`config.mk`:
```
export PLATFORM = sky130hd
export DESIGN_NAME = aes_axis_slave_flat
export DESIGN_NICKNAME = d
export VERILOG_FILES = /design/src/rtl/aes_axis_slave_pkg.sv /design/src/rtl/aes_axis_slave_if.sv /design/src/rtl/aes_axis_slave_word_packer.sv /design/src/rtl/aes_axis_slave.sv /design/src/flat_wrapper.sv
export SDC_FILE = /design/constraint.sdc
export NUM_CORES = 1
export LEC_CHECK = 0
export CORE_ASPECT_RATIO = 0.6
export CORE_UTILIZATION = 40
export CTS_CLUSTER_DIAMETER = 80
export DETAILED_ROUTE_END_ITERATION = 12
export PLACE_DENSITY = 0.75
export RECOVER_POWER = 25
export SETUP_SLACK_MARGIN = 0.3
export SLEW_MARGIN = 10
export SYNTH_ARGS = -nofsm -noshare
export SYNTH_HDL_FRONTEND = slang
export SYNTH_SLANG_ARGS = --single-unit
```
`constraint.sdc`:
```
create_clock -name clk -period 1.5 [get_ports clk]
set_input_delay 0.3 -clock clk [delete_from_list [all_inputs] [get_ports clk]]
set_output_delay 0.3 -clock clk [all_outputs]
set_load 0.01 [all_outputs]
```
`src/rtl/aes_axis_slave_pkg.sv`:
```
// Shared widths and FSM state type for the AES stream slave front-end.
package aes_axis_slave_pkg;

   localparam int unsigned WORD_S        = 32;
   localparam int unsigned BLK_S         = 128;
   localparam int unsigned WORDS_PER_BLK = BLK_S / WORD_S;
   localparam int unsigned IDX_W         = $clog2(WORDS_PER_BLK);
   localparam int unsigned CNT_W         = 16;

   // The command word is carried through opaquely; no field decode happens here.
   typedef enum logic [1:0] {
      StIdle,
      StData,
      StPush,
      StDone
   } state_t;

endpackage

```
`src/rtl/aes_axis_slave_if.sv`:
```
// Stream-in and FIFO-out handshake bundle of the AES stream slave.
interface aes_axis_slave_if;
   import aes_axis_slave_pkg::*;

   logic [WORD_S-1:0] s_axis_tdata;
   logic              s_axis_tvalid;
   logic              s_axis_tready;
   logic              s_axis_tlast;
   logic [BLK_S-1:0]  fifo_write_tdata;
   logic              fifo_write_tvalid;
   logic              fifo_write_tready;

   modport slave (
      input  s_axis_tdata, s_axis_tvalid, s_axis_tlast, fifo_write_tready,
      output s_axis_tready, fifo_write_tdata, fifo_write_tvalid
   );

   modport master (
      output s_axis_tdata, s_axis_tvalid, s_axis_tlast, fifo_write_tready,
      input  s_axis_tready, fifo_write_tdata, fifo_write_tvalid
   );

endinterface

```
`src/rtl/aes_axis_slave_word_packer.sv`:
```
// Packs 32-bit words MSW-first into a 128-bit block; unfilled words stay zero.
module aes_axis_slave_word_packer
   import aes_axis_slave_pkg::*;
(
   input  logic              clk,
   input  logic              reset,
   input  logic              clear,
   input  logic              wr_en,
   input  logic [WORD_S-1:0] wr_data,
   output logic              block_ready,
   output logic [BLK_S-1:0]  block
);

   localparam logic [IDX_W-1:0] IdxLast = IDX_W'(WORDS_PER_BLK - 1);

   logic [BLK_S-1:0] blk_q, blk_d;
   logic [IDX_W-1:0] idx_q, idx_d;

   // The buffer is zero at every block start, so OR-ing the shifted word both
   // places it and leaves the lower slots zero-padded on an early flush.
   always_comb begin
      blk_d = blk_q;
      idx_d = idx_q;
      if (clear) begin
         blk_d = '0;
         idx_d = '0;
      end else if (wr_en) begin
         blk_d = blk_q | ({wr_data, {(BLK_S - WORD_S){1'b0}}} >> (idx_q * WORD_S));
         idx_d = idx_q + IDX_W'(1);
      end
   end

   // Buffer and word index registers.
   always_ff @(posedge clk) begin
      if (reset) begin
         blk_q <= '0;
         idx_q <= '0;
      end else begin
         blk_q <= blk_d;
         idx_q <= idx_d;
      end
   end

   // High when the next written word completes the block.
   assign block_ready = (idx_q == IdxLast);
   assign block       = blk_q;

endmodule

```
`src/rtl/aes_axis_slave.sv`:
```
// AXI4-Stream slave: latches the command beat, packs data beats into blocks
// for the input FIFO, and flags end-of-transfer until the controller re-arms it.
module aes_axis_slave
   import aes_axis_slave_pkg::*;
(
   input  logic              clk,
   input  logic              reset,
   aes_axis_slave_if.slave   bus,
   output logic [WORD_S-1:0] aes_cmd,
   output logic              axis_slave_done,
   input  logic              processing_done,
   output logic [CNT_W-1:0]  blk_count
);

   state_t            state_q, state_d;
   logic [WORD_S-1:0] cmd_q, cmd_d;
   logic [CNT_W-1:0]  cnt_q, cnt_d;
   logic              last_q, last_d;
   logic              valid_q, valid_d;
   logic              done_q, done_d;
   logic              ready_q, ready_d;
   logic              accept, pushed;
   logic              pk_clear, pk_wr, pk_block_ready;
   logic [BLK_S-1:0]  pk_block;

   aes_axis_slave_word_packer u_packer (
      .clk         (clk),
      .reset       (reset),
      .clear       (pk_clear),
      .wr_en       (pk_wr),
      .wr_data     (bus.s_axis_tdata),
      .block_ready (pk_block_ready),
      .block       (pk_block)
   );

   // Next-state and handshake decisions for the transfer FSM.
   always_comb begin
      state_d  = state_q;
      cmd_d    = cmd_q;
      cnt_d    = cnt_q;
      last_d   = last_q;
      valid_d  = valid_q;
      done_d   = done_q;
      pk_clear = 1'b0;
      pk_wr    = 1'b0;
      accept   = bus.s_axis_tvalid && ready_q;
      pushed   = valid_q && bus.fifo_write_tready;
      unique case (state_q)
         StIdle: begin
            if (accept) begin
               cmd_d    = bus.s_axis_tdata;
               cnt_d    = '0;
               pk_clear = 1'b1;
               if (bus.s_axis_tlast) begin
                  state_d = StDone;
                  done_d  = 1'b1;
               end else begin
                  state_d = StData;
               end
            end
         end
         StData: begin
            if (accept) begin
               pk_wr = 1'b1;
               if (pk_block_ready || bus.s_axis_tlast) begin
                  state_d = StPush;
                  valid_d = 1'b1;
                  last_d  = bus.s_axis_tlast;
               end
            end
         end
         StPush: begin
            if (pushed) begin
               valid_d  = 1'b0;
               cnt_d    = cnt_q + CNT_W'(1);
               pk_clear = 1'b1;
               if (last_q) begin
                  state_d = StDone;
                  done_d  = 1'b1;
               end else begin
                  state_d = StData;
               end
            end
         end
         StDone: begin
            // Only a done that is already visible may be cleared, so a stale
            // processing_done level still lets it show for one cycle.
            if (processing_done && done_q) begin
               done_d  = 1'b0;
               state_d = StIdle;
            end
         end
         default: state_d = StIdle;
      endcase
      ready_d = (state_d == StIdle) || (state_d == StData);
   end

   // State and output registers.
   always_ff @(posedge clk) begin
      if (reset) begin
         state_q <= StIdle;
         cmd_q   <= '0;
         cnt_q   <= '0;
         last_q  <= 1'b0;
         valid_q <= 1'b0;
         done_q  <= 1'b0;
         ready_q <= 1'b0;
      end else begin
         state_q <= state_d;
         cmd_q   <= cmd_d;
         cnt_q   <= cnt_d;
         last_q  <= last_d;
         valid_q <= valid_d;
         done_q  <= done_d;
         ready_q <= ready_d;
      end
   end

   assign bus.s_axis_tready     = ready_q;
   assign bus.fifo_write_tvalid = valid_q;
   assign bus.fifo_write_tdata  = pk_block;
   assign aes_cmd               = cmd_q;
   assign axis_slave_done       = done_q;
   assign blk_count             = cnt_q;

endmodule

```
`src/flat_wrapper.sv`:
```
// flat-port wrapper written by rule: the top's interface ports become plain ports
module aes_axis_slave_flat import aes_axis_slave_pkg::*;
  (clk, reset, aes_cmd, axis_slave_done, processing_done, blk_count, bus_s_axis_tdata, bus_s_axis_tvalid, bus_s_axis_tlast, bus_fifo_write_tready, bus_s_axis_tready, bus_fifo_write_tdata, bus_fifo_write_tvalid);
  aes_axis_slave_if bus_i ();
  input  logic clk;
  input  logic reset;
  output logic [WORD_S-1:0] aes_cmd;
  output logic axis_slave_done;
  input  logic processing_done;
  output logic [CNT_W-1:0] blk_count;
  input wire logic [$bits(bus_i.s_axis_tdata)-1:0] bus_s_axis_tdata;
  input wire logic [$bits(bus_i.s_axis_tvalid)-1:0] bus_s_axis_tvalid;
  input wire logic [$bits(bus_i.s_axis_tlast)-1:0] bus_s_axis_tlast;
  input wire logic [$bits(bus_i.fifo_write_tready)-1:0] bus_fifo_write_tready;
  output wire logic [$bits(bus_i.s_axis_tready)-1:0] bus_s_axis_tready;
  output wire logic [$bits(bus_i.fifo_write_tdata)-1:0] bus_fifo_write_tdata;
  output wire logic [$bits(bus_i.fifo_write_tvalid)-1:0] bus_fifo_write_tvalid;
  assign bus_i.s_axis_tdata = bus_s_axis_tdata;
  assign bus_i.s_axis_tvalid = bus_s_axis_tvalid;
  assign bus_i.s_axis_tlast = bus_s_axis_tlast;
  assign bus_i.fifo_write_tready = bus_fifo_write_tready;
  assign bus_s_axis_tready = bus_i.s_axis_tready;
  assign bus_fifo_write_tdata = bus_i.fifo_write_tdata;
  assign bus_fifo_write_tvalid = bus_i.fifo_write_tvalid;
  aes_axis_slave u_core (.clk(clk), .reset(reset), .bus(bus_i), .aes_cmd(aes_cmd), .axis_slave_done(axis_slave_done), .processing_done(processing_done), .blk_count(blk_count));
endmodule
```
==> run metrics <==
outcome finished, violations left; failing checks negative setup slack; RSZ-0062 raised after global routing yes; Inst Count DP 1,106; crit path from u_core.state_q[0]; largest family of logic cells by synthesized area simple AND/OR/NAND/NOR gates; initial antenna violation count 0; Starting Density 41.6%; post-layout instance area 0.0112 mm²; synthesized-area fraction occupied by xor and xnor cells 0.997%; library cells used by synthesis 40; R2R Path End u_core.aes_cmd[4]; placer congestion estimate 0.811; number of global-route vias before repair 5,693; DRT Wirelength 24.3 mm; Cell Rows 34; final setup violation count 173; # clock sinks 184; Reg2Reg Depth 8; htree depth 4; number of buffers created by CTS 17; maximum vdd drop 0.000760 V; sequential fraction of the synthesis area 59.9%; Root Buffer clkbuf_16; Post-Syn Area 0.00615 mm²; post-route ant nets 0; Die H 98.0 µm; Post-synth EDFFs 0; detailed-route DRC error count 0; core footprint 0.0148 mm²; WL/cell 20.2 µm; Critical Path Sink Type flip-flop; Final Non-Filler Cells 1,202; Final Util 76.0%; average cell area after synthesis 8.87 µm²; share of the synthesized area in the top cell type 59.9%; Detailed Place HPWL 12.9 mm; mux cell area share after synthesis 0%; Vias 6,349; Static Leak 4.37 nW; initial drt markers 353; ys flop type dfxtp_1; ratio of cells with drive above 1 in the final layout 61.7%; Max Slew Vio Count 0; Post-Synthesis Cells 693; slack of the worst reg-to-reg path -170 ps; Post-DP Area 0.00883 mm²; Max-Cap Viols 0; FF-to-FF Start u_core.state_q[0]; Layout Area Growth over Synthesis 82.5%; post-synthesis compound-gate area fraction 16.8%; DR vias/cell 5.28; critical path class flip-flop to flip-flop; worst-path fanout max 10; worst min path class input pin to flip-flop; DR pass1 iterations 5; setup ws final -167 ps; Clk Latency, worst-skew pair 420 ps; GRT overflow 0; Post-synth ARST share 0%; die span in x 162 µm; top post-synthesis cells by area dfxtp_1 60%, a21oi_1 14%, nor2_1 8.5%; worst path required time 1850 ps; Die ar. 0.0159 mm²; Synth warnings 0; Synth Area in Adders 0.407%; largest net degree at the start of global routing 36; global-route wire length before repair 31.9 mm; CTS tree done; Clock transition at path regs 80 ps; CP endpoint u_core.aes_cmd[4]; most frequent cells in the layout 112 x dfxtp_2, 111 x a21oi_1, 101 x buf_2, 91 x nor2_4, 81 x buf_6; simple-gate share of the synthesized area 18.1%; largest area contributor in the netlist dfxtp_1; Critical Path AT 2010 ps; worst-case clock buffer depth 2; Worst slew margin 69.1%; # diodes 0; number of port buffers 216; commonest non-fill, non-tap cell in the layout dfxtp_2; synthesized netlist net count 733; Slew @ Worst Pin 460 ps; fmax 600 MHz; Post-CTS Hold Buffers 0; Final Hold Viols 0; Final min period 1670 ps; # nets final 1,031; All-Layer GR Usage 25.8%; Final Skew 12.3 ps; io pins 217; Cell Pwr Density 1100 mW/mm²; Seq cells post-synth 184; Period Utilization, post-route 111%; Critical Path Source Type flip-flop
## flip-flops by register name (all words and copies together) (netlist names)
name / flops
u_core.aes_cmd: 32
u_core.axis_slave_done: 1
u_core.blk_count: 16
u_core.bus.fifo_write_tvalid: 1
u_core.bus.s_axis_tready: 1
u_core.last_q: 1
u_core.state_q: 2
u_core.u_packer.block: 128
u_core.u_packer.idx_q: 2
## logic make-up (layout without fill, tap and decap cells)
kind of cell,count (synthesis),in the layout
buf+inv,49,359
simple gates,254,255
fa+ha+maj,2,2
compound gates,197,197
xor+xnor,7,7
flops,184,184
## worst max-delay path: stages, from the launching register on
cell and delay [ps]:
dfxtp_4 370, buf_8 140, nor4bb_4 310, buf_4 190, buf_8 120, buf_12 110
buf_6 130, nand2_1 70, a21oi_1 150
## where the power goes
| part | leakage (nW) | total, W | internal (W) | switching [W] |
|---|---|---|---|---|
| registers | 1.55 | 0.00520 | 0.00507 | 0.000129 |
| logic | 2.53 | 0.00261 | 0.00121 | 0.00140 |
| clock network | 0.293 | 0.00449 | 0.00229 | 0.00220 |
## cell type report
type	instances	area, µm²
Sequential cell	184	3850
Fill cell	998	3540
Multi-Input combinational cell	461	3410
Timing Repair Buffer	327	3110
Clock buffer	18	439
Tap cell	198	248
Clock inverter	14	151
## stage by stage
step           hold slack [ps]  setup slack (ps)  setup TNS [ps]  power (W)
2_1_floorplan              436              17.5               0    0.00613
3_3_place_gp               441              -493          -76610    0.00684
3_5_place_dp               446              -542          -85820    0.00687
4_1_cts                    354             -78.5           -6340     0.0115
5_1_grt                    378              -242          -23740     0.0127
6_report                   379              -167          -17340     0.0123
## cell usage after synthesis (all sizes together) (2+ instances only)
| cell | instances |
|---|---|
| dfxtp | 184 |
| a21oi | 174 |
| nor2 | 140 |
| nand2 | 75 |
| buf | 25 |
| clkbuf | 24 |
| nand3 | 7 |
| o21ai | 6 |
| xor2 | 6 |
| or3 | 5 |
| nand4 | 4 |
| and3 | 3 |
| nand4b | 3 |
| o211ai | 3 |
| o31ai | 3 |
| or4 | 3 |
| a211oi | 2 |
| and2 | 2 |
| and4 | 2 |
| and4b | 2 |
| ha | 2 |
| nor3 | 2 |
| nor3b | 2 |
## worst min-delay path by stage
| stage | start | to | slack (ps) | cells after the start |
|---|---|---|---|---|
| floorplan | bus_s_axis_tdata[0] | u_core.aes_cmd[0] | 440 | 2 |
| global placement | u_core.aes_cmd[7] | u_core.aes_cmd[7] | 440 | 2 |
| detailed placement | u_core.aes_cmd[29] | u_core.aes_cmd[29] | 450 | 2 |
| CTS | reset | u_core.blk_count[0] | 350 | 3 |
| global route | reset | u_core.blk_count[0] | 380 | 3 |
| finish | reset | u_core.blk_count[0] | 380 | 3 |
## routing by layer
layer / global-route usage, % / wire length [µm] / vias to the layer above
met5: 0 / 0 / -
met4: 4.50 / 207 / 0
met3: 10.0 / 2360 / 21
met2: 38.5 / 11000 / 260
met1: 35.5 / 10700 / 3121
li1: - / - / 2947
## timing repair
action | 4_1_cts | 5_1_grt
hold endpoints to repair | 0 | 0
setup endpoints to repair | 363 | 353
gates resized for setup | 910 | 357
buffers inserted | 18 | 23
gates cloned | 5 | 18
pin swaps | 14 | 53
(Power assumes the default switching activity.)
